--- src/rtl/pipelined_adder_if.sv ---
// Valid/ready operand and result channels of the sliced pipelined adder.
// The master side drives operands and result-ready; the slave side is the adder.
interface pipelined_adder_if #(
    parameter int WIDTH = 16
);
    logic             in_valid;
    logic             in_ready;
    logic [WIDTH-1:0] a;
    logic [WIDTH-1:0] b;
    logic             cin;
    logic             sub;
    logic             out_valid;
    logic             out_ready;
    logic [WIDTH-1:0] sum;
    logic             cout;
    logic             ovf;

    modport master (
        output in_valid, a, b, cin, sub, out_ready,
        input  in_ready, out_valid, sum, cout, ovf
    );

    modport slave (
        input  in_valid, a, b, cin, sub, out_ready,
        output in_ready, out_valid, sum, cout, ovf
    );
endinterface

--- src/rtl/pipelined_adder.sv ---
// Add/subtract unit split into WIDTH/SLICE carry-registered stages with a
// valid/ready handshake; a stalled output freezes the whole pipeline in place.
module pipelined_adder #(
    parameter int WIDTH = 16,
    parameter int SLICE = 4
) (
    input  logic               clk,
    input  logic               rst_n,
    pipelined_adder_if.slave   bus
);
    localparam int STAGES = (SLICE >= 1) ? WIDTH / SLICE : 1;

    if (SLICE < 1 || WIDTH < SLICE || ((SLICE >= 1) ? (WIDTH % SLICE) : 1) != 0) begin : g_bad_params
        $error("pipelined_adder: WIDTH must be a positive multiple of SLICE");
    end

    logic out_valid;
    logic stall;

    assign stall        = out_valid && !bus.out_ready;
    assign bus.in_ready = rst_n && !stall;

    genvar gi;
    for (gi = 0; gi < STAGES; gi++) begin : g_stage
        // Stage gi only carries the operand bits it and later stages still need,
        // and the sum bits already completed below it.
        localparam int LO  = gi * SLICE;
        localparam int REM = WIDTH - LO;

        logic [REM-1:0]        a_in;
        logic [REM-1:0]        bp_in;
        logic                  carry_in;
        logic                  valid_in;
        logic [SLICE:0]        slice_res;
        logic [LO+SLICE-1:0]   sum_next;
        logic [LO+SLICE-1:0]   sum_reg;
        logic                  carry_reg;
        logic                  valid_reg;

        if (gi == 0) begin : g_head
            assign a_in     = bus.a;
            assign bp_in    = bus.sub ? ~bus.b : bus.b;
            assign carry_in = bus.cin;
            assign valid_in = bus.in_valid;
            assign sum_next = slice_res[SLICE-1:0];
        end else begin : g_body
            assign a_in     = g_stage[gi-1].g_fwd.a_reg;
            assign bp_in    = g_stage[gi-1].g_fwd.bp_reg;
            assign carry_in = g_stage[gi-1].carry_reg;
            assign valid_in = g_stage[gi-1].valid_reg;
            assign sum_next = {slice_res[SLICE-1:0], g_stage[gi-1].sum_reg};
        end

        assign slice_res = {1'b0, a_in[SLICE-1:0]}
                         + {1'b0, bp_in[SLICE-1:0]}
                         + {{SLICE{1'b0}}, carry_in};

        always_ff @(posedge clk or negedge rst_n) begin
            if (!rst_n) begin
                valid_reg <= 1'b0;
                carry_reg <= 1'b0;
                sum_reg   <= '0;
            end else if (!stall) begin
                valid_reg <= valid_in;
                carry_reg <= slice_res[SLICE];
                sum_reg   <= sum_next;
            end
        end

        if (gi < STAGES - 1) begin : g_fwd
            logic [REM-SLICE-1:0] a_reg;
            logic [REM-SLICE-1:0] bp_reg;

            always_ff @(posedge clk or negedge rst_n) begin
                if (!rst_n) begin
                    a_reg  <= '0;
                    bp_reg <= '0;
                end else if (!stall) begin
                    a_reg  <= a_in[REM-1:SLICE];
                    bp_reg <= bp_in[REM-1:SLICE];
                end
            end
        end else begin : g_last
            // The top slice holds both operand sign bits, so overflow is
            // resolved here and registered alongside the final sum slice.
            logic ovf_reg;

            always_ff @(posedge clk or negedge rst_n) begin
                if (!rst_n) begin
                    ovf_reg <= 1'b0;
                end else if (!stall) begin
                    ovf_reg <= (a_in[SLICE-1] == bp_in[SLICE-1])
                            && (slice_res[SLICE-1] != a_in[SLICE-1]);
                end
            end
        end
    end

    assign out_valid     = g_stage[STAGES-1].valid_reg;
    assign bus.out_valid = out_valid;
    assign bus.sum       = g_stage[STAGES-1].sum_reg;
    assign bus.cout      = g_stage[STAGES-1].carry_reg;
    assign bus.ovf       = g_stage[STAGES-1].g_last.ovf_reg;
endmodule

--- src/flat_wrapper.sv ---
// flat-port wrapper written by rule: the top's interface ports become plain ports
module pipelined_adder_flat 
#(
    parameter int WIDTH = 16,
    parameter int SLICE = 4
)
  (clk, rst_n, bus_in_valid, bus_a, bus_b, bus_cin, bus_sub, bus_out_ready, bus_in_ready, bus_out_valid, bus_sum, bus_cout, bus_ovf);
  pipelined_adder_if #(.WIDTH(WIDTH)) bus_i ();
  input  logic clk;
  input  logic rst_n;
  input wire logic [$bits(bus_i.in_valid)-1:0] bus_in_valid;
  input wire logic [$bits(bus_i.a)-1:0] bus_a;
  input wire logic [$bits(bus_i.b)-1:0] bus_b;
  input wire logic [$bits(bus_i.cin)-1:0] bus_cin;
  input wire logic [$bits(bus_i.sub)-1:0] bus_sub;
  input wire logic [$bits(bus_i.out_ready)-1:0] bus_out_ready;
  output wire logic [$bits(bus_i.in_ready)-1:0] bus_in_ready;
  output wire logic [$bits(bus_i.out_valid)-1:0] bus_out_valid;
  output wire logic [$bits(bus_i.sum)-1:0] bus_sum;
  output wire logic [$bits(bus_i.cout)-1:0] bus_cout;
  output wire logic [$bits(bus_i.ovf)-1:0] bus_ovf;
  assign bus_i.in_valid = bus_in_valid;
  assign bus_i.a = bus_a;
  assign bus_i.b = bus_b;
  assign bus_i.cin = bus_cin;
  assign bus_i.sub = bus_sub;
  assign bus_i.out_ready = bus_out_ready;
  assign bus_in_ready = bus_i.in_ready;
  assign bus_out_valid = bus_i.out_valid;
  assign bus_sum = bus_i.sum;
  assign bus_cout = bus_i.cout;
  assign bus_ovf = bus_i.ovf;
  pipelined_adder #(.WIDTH(WIDTH), .SLICE(SLICE)) u_core (.clk(clk), .rst_n(rst_n), .bus(bus_i));
endmodule
--- config.mk ---
export PLATFORM = sky130hd
export DESIGN_NAME = pipelined_adder_flat
export DESIGN_NICKNAME = d
export VERILOG_FILES = /design/src/rtl/pipelined_adder_if.sv /design/src/rtl/pipelined_adder.sv /design/src/flat_wrapper.sv
export SDC_FILE = /design/constraint.sdc
export NUM_CORES = 1
export LEC_CHECK = 0
export ABC_AREA = 1
export BUFFER_PORTS_ARGS = -buffer_cell sky130_fd_sc_hd__buf_2
export CAP_MARGIN = 40
export CELL_PAD_IN_SITES_DETAIL_PLACEMENT = 2
export CELL_PAD_IN_SITES_GLOBAL_PLACEMENT = 2
export CORE_AREA = 2 2 113 115
export DETAILED_ROUTE_END_ITERATION = 16
export DIE_AREA = 0 0 115 117
export HOLD_SLACK_MARGIN = 0.08
export PLACE_DENSITY = 0.83
export SETUP_SLACK_MARGIN = 0.02
export SLEW_MARGIN = 20
export SYNTH_ARGS = -nofsm -noshare
export SYNTH_HDL_FRONTEND = slang
export SYNTH_SLANG_ARGS = --single-unit
--- constraint.sdc ---
create_clock -name clk -period 2.3 [get_ports clk]
set_clock_uncertainty 0.15 [all_clocks]
set_input_delay 0.46 -clock clk [delete_from_list [all_inputs] [get_ports clk]]
set_output_delay 0.46 -clock clk [all_outputs]
set_load 0.02 [all_outputs]
Word level (Yosys, flattened, before mapping). Index checks and enable logic that the tools add are counted.

Input bits: 38. Flip-flop bits (word level): 97. Output and inout bits: 20. Logic and storage cells: 36.

Reductions and logical operators: 5. Mux-type cells: 1. $add $sub $neg: 8. Equal/unequal tests: 2. Bitwise gates (word level): 1.

Operator list (count): adder 4 x 4 -> 5 bit (4); adder 5 x 1 -> 5 bit (4); two-way mux 16 bit (1); NOT 16 bit (1); logical AND 1 bit (3); logical NOT 1 bit (2); == test 1 bit (1); inequality test 1 bit (1).

Longest topological paths before layout.
Depth in word-level cells: 4. Gate-level depth with buffers: 11. Depth with buffers taken out: 9.

Least setup slack after synthesis. OpenSTA, ideal clock, no wires.

Path type: input to register. From: input bus_sub. To: register u_core.g_stage[0].sum_reg[1]. Slack: 0.180 ns. Required time: 2.020 ns. Path buffers: 2. Data arrival time: 1.840 ns. Stages: 8. Setup time: 0.130 ns. Cell sequence: buf_4 buf_8 xnor2_1 fa_1 inv_1 fa_1 nand2_1 o21ai_0.

Cells in the longest elaborated chain, start to end: 3.

Ends and longest elaborated chain: start, declared (line flat_wrapper.sv:15) `input wire logic [$bits(bus_i.sub)-1:0] bus_sub;`; two-way mux 16 bit (line pipelined_adder.sv:42) `assign bp_in = bus.sub ? ~bus.b : bus.b;`; adder 4 x 4 -> 5 bit (line pipelined_adder.sv:55) `+ {1'b0, bp_in[SLICE-1:0]}`; adder 5 x 1 -> 5 bit (line pipelined_adder.sv:56) `+ {{SLICE{1'b0}}, carry_in};`; named net u_core.g_stage[0].slice_res[1] (line pipelined_adder.sv:34) `logic [SLICE:0] slice_res;`; end signal, assigned (line pipelined_adder.sv:66) `sum_reg <= sum_next;`; end, declared (line pipelined_adder.sv:36) `logic [LO+SLICE-1:0] sum_reg;`.

The timed path passes the listed nets, and every way through them passes these cells. A chain may end at the register's enable or synchronous reset.

Final worst setup path.
From: register u_core.g_stage[2].g_fwd.bp_reg[0]. To: register u_core.g_stage[3].carry_reg, in the netlist u_core.bus.cout.

Cells in the longest elaborated chain, start to end: 2.

Ends and longest elaborated chain: start, declared (line pipelined_adder.sv:72) `logic [REM-SLICE-1:0] bp_reg;`; start signal, assigned (line pipelined_adder.sv:80) `bp_reg <= bp_in[REM-1:SLICE];`; adder 4 x 4 -> 5 bit (line pipelined_adder.sv:55); adder 5 x 1 -> 5 bit (line pipelined_adder.sv:56); end signal, assigned (line pipelined_adder.sv:65) `carry_reg <= slice_res[SLICE];`; end, declared (line pipelined_adder.sv:37) `logic carry_reg;`.

No other way between the ends.

==> impl_results.md <==
- Outcome: finished clean
- Root buffer selected by CTS: clkbuf_16
- Row count: between 40 and 50
- Final clock period utilization by the worst path: 88.2%
- Max rail drop VDD: approximately 0.38 mV
- Detail-routed via count per cell: between 4 and 5
- Relative max-transition margin: 64.7%
- Cell area power density: around 1400 nW/um2
- Leading register cell type out of synthesis: dfrtp_1
- Vias: between 3000 and 4000
- DRT Wirelength: 10.9 mm
- Total congestion overflow after global routing: 0
- Slowest cell on the critical path: fa_1
- Multi-input logic area: roughly 1600 um2
- Number of H-tree levels: 3
- Top achievable clock speed: approximately 490 MHz
- Final #Nets: ~580
- Count of endpoints failing setup in the final report: 0
- Via count of the first global-routing pass: roughly 3700
- Top-count cell post-synth: nand2_1
- Transition at the pin with the smallest max-transition slack: between 500 and 600 ps
- Utilization after layout: about two fifths
- Largest stage delay, worst path: 500 ps
- Met3 global-route usage: about 3.5%
- Buffers and inverters on the worst path: 1
- PortBufs: 57
- Instance count of the mapped netlist: 460
- Register-to-register setup slack: roughly 270 ps
- Count of final hold-check violations: 0
- Clock tree from TritonCTS: built
- Total power of the final layout: 7.20 mW
- Kind of capture point of the worst setup path: flip-flop
- Avg Synthesized Cell Area: about 9.4 um2
- Distinct cell type count after synthesis: 24
- Leakage power: around 2.6 nW
- Signed area change from the synthesized netlist to the final layout: 18.5%
- Pin count of the biggest net entering global routing: 98
- Worst reg2reg path startpoint: u_core.g_stage[2].g_fwd.bp_reg[0]$_DFFE_PN0N_
- 1st-pass router iterations: 4
- Total half-perimeter wirelength after legalization and detailed placement: between 7 and 8 mm
- Number of synthesized flops with an enable pin: 0
- Instance count along the most critical hold path: 3
- Post-synth top area cell: dfrtp_1
- Class of the most critical setup path: reg -> reg
- RSZ-0062 raised after global routing: no
- Cell family contributing the most delay on the critical path: adder cells
- Starting utilization of the core area: around a third
- DP Worst Slack: between 30 and 40 ps
- Fraction of the yosys area taken by sequential cells: a little under three fifths
- Highest net fanout along the worst path: 2
- Critical-path cell list: fa_1, fa_1, nand2_1, inv_1, o21ai_0, a21oi_1
- Fraction of layout cells with a size suffix above 1: between 10% and 20%
- End point of the most critical hold path: u_core.g_stage[0].g_fwd.a_reg[2]$_DFFE_PN0N_
- Number of antenna violations at the first check in global routing: 0
- Routing layer with the top usage in global route: met2
- Routed Antenna Nets: 0
- Number of maximum-capacitance constraint violations: 0
- Most numerous cell types in the synthesized netlist: 149 x nand2_1, 97 x dfrtp_1, 56 x o21ai_0
- Count of antenna diodes in the layout: 0
- Count of cells along the worst register-to-register path: 6
- Synth Warn #: 0
- Routing usage on met1: between 20 and 25%
- Top post-synthesis cells by area: dfrtp_1 56%, nand2_1 13%, o21ai_0 6.5%
- Routing usage on met2: a little under a third
- CP arrival: ~2100 ps
- Number of resized instances in the post-cts repair step: 0
- FF+latch area: 2430 um2
- Area inside the core boundary: approximately 12000 um2
- Max Buffers Root-to-Sink: 2
- Fillers: roughly 1300
- Summed negative setup slack over all endpoints: 0 ps
- Average wire per cell in the routed design: approximately 16 um
- Capture instance of the worst register-to-register path: u_core.bus.cout$_DFFE_PN0N_
- Clock-pin slew of the registers on the worst-case setup and hold paths: approximately 60 ps
- Post-synthesis async set-or-reset flop share: between 90% and 100%
- Wire length of the first global-routing pass: 18.4 mm
- Width of the chip: ~120 um
- CTS buffer count: 9
- Endpoint required time on the critical path: ~2400 ps
- Final Wtd Congestion: about 0.74
- Hold Crit Class: in -> reg
- Global router's overall resource usage: around 18%
- HP Start: bus_a[6]
- Register bit total from synthesis: 97
- Clock insertion delay at the later pin of the skew report: approximately 350 ps
- Cell with the most instances on the worst path: fa_1
- Portion of synthesized cell area occupied by the leading cell type: a little under three fifths
- Number of buffers inserted to repair setup after CTS: 0
- TritonCTS sink count: slightly below 100
- Height of the chip: 117 um
- Post-Syn Area: roughly 4300 um2
- Max Slew Vio Count: 0
- Area enclosed by the die boundary: between 10000 and 15000 um2
- Worst Setup Slack, final: approximately 270 ps
- Number of remaining DRC errors: 0
- Nets in the synthesized netlist: 518
- Iter 0 DRT Violations: between 100 and 150
- Critical path startpoint category: flip-flop
- I/O pin count: 58
- Final critical delay including setup and external delays: slightly above 2000 ps
## kinds of logic after synthesis
kind of cell	Yosys count	share of synthesized area (%)
flops	97	56.1
xor+xnor	16	3.24
fa+ha+maj	20	7.17
buf+inv	68	7.80
compound gates	81	9.74
simple gates	178	16.0
## metal layers
layer,vias to the layer above,part of all wire [%]
li1,1555,-
met1,1592,44
met2,54,51
met3,22,2.8
met4,0,2.1
met5,-,0
## worst reg2reg max path, cell delays in order, from the launching register on
cell,delay [ps]
dfrtp_1,400
fa_1,500
fa_1,420
nand2_1,80
inv_1,60
o21ai_0,190
a21oi_1,100
## report_power, final
part | internal (mW) | leakage [nW] | switching, mW
clock | 1.04 | 0.169 | 0.654
sequential | 2.46 | 1.17 | 0.421
combinational | 0.953 | 1.27 | 1.66
total | 4.46 | 2.61 | 2.74
## through the flow
| step | area (um2) | std cells | hold WS, ps |
|---|---|---|---|
| floorplan | 4330 | 460 | 14.4 |
| CTS | 5130 | 672 | 159 |
| finish | 5130 | 672 | 165 |
| detailed placement | 4780 | 655 | 287 |
| global placement | 4780 | 655 | 280 |
| global route | 5130 | 672 | 178 |
## layout make-up
class / instances / area share [%]
Sequential cell: 97 / 47.3
Tap cell: 150 / 3.66
Timing Repair Buffer: 68 / 8.49
Clock buffer: 12 / 5.19
Multi-Input combinational cell: 295 / 30.5
Clock inverter: 4 / 1.44
Inverter: 46 / 3.41
## how the worst max path moves through the flow
stage                                                        startpoint                                        to  slack (ps)  depth (start not counted)
after global placement                                          bus_sub   u_core.g_stage[0].carry_reg$_DFFE_PN0N_         300                          9
after detailed placement                                        bus_sub  u_core.g_stage[0].sum_reg[2]$_DFFE_PN0N_          40                         10
after floorplan                                                 bus_sub  u_core.g_stage[0].sum_reg[1]$_DFFE_PN0N_         180                          8
after CTS                 u_core.g_stage[2].g_fwd.bp_reg[0]$_DFFE_PN0N_               u_core.bus.cout$_DFFE_PN0N_         240                          6
final                     u_core.g_stage[2].g_fwd.bp_reg[0]$_DFFE_PN0N_               u_core.bus.cout$_DFFE_PN0N_         270                          6
after global routing      u_core.g_stage[2].g_fwd.bp_reg[0]$_DFFE_PN0N_               u_core.bus.cout$_DFFE_PN0N_         120                          6
## placed cells by master (no fill, tap or decap), drive strengths merged
| cell type | synthesis | final |
|---|---|---|
| inv | 46 | 46 |
| buf | 20 | 67 |
| o21ai | 69 | 69 |
| dfrtp | 97 | 97 |
| clkinv | 0 | 2 |
| nand2 | 150 | 150 |
| nand4 | 1 | 1 |
| o31ai | 2 | 2 |
| xnor2 | 13 | 13 |
| o22ai | 1 | 1 |
| fa | 8 | 8 |
| xor2 | 3 | 3 |
| nand3 | 12 | 12 |
| a21oi | 7 | 7 |
| o21bai | 1 | 1 |
| bufinv | 0 | 2 |
| clkbuf | 2 | 12 |
| dlygate4sd3 | 0 | 1 |
| ha | 12 | 12 |
| a31oi | 1 | 1 |
| nor2 | 15 | 15 |
## timing repair
item                                   in CTS  in global routing
setup endpoints to repair                   0                  0
hold buffers                                1                  0
endpoints found under the hold margin      97                  0
Power figures use the tool's default switching activity.
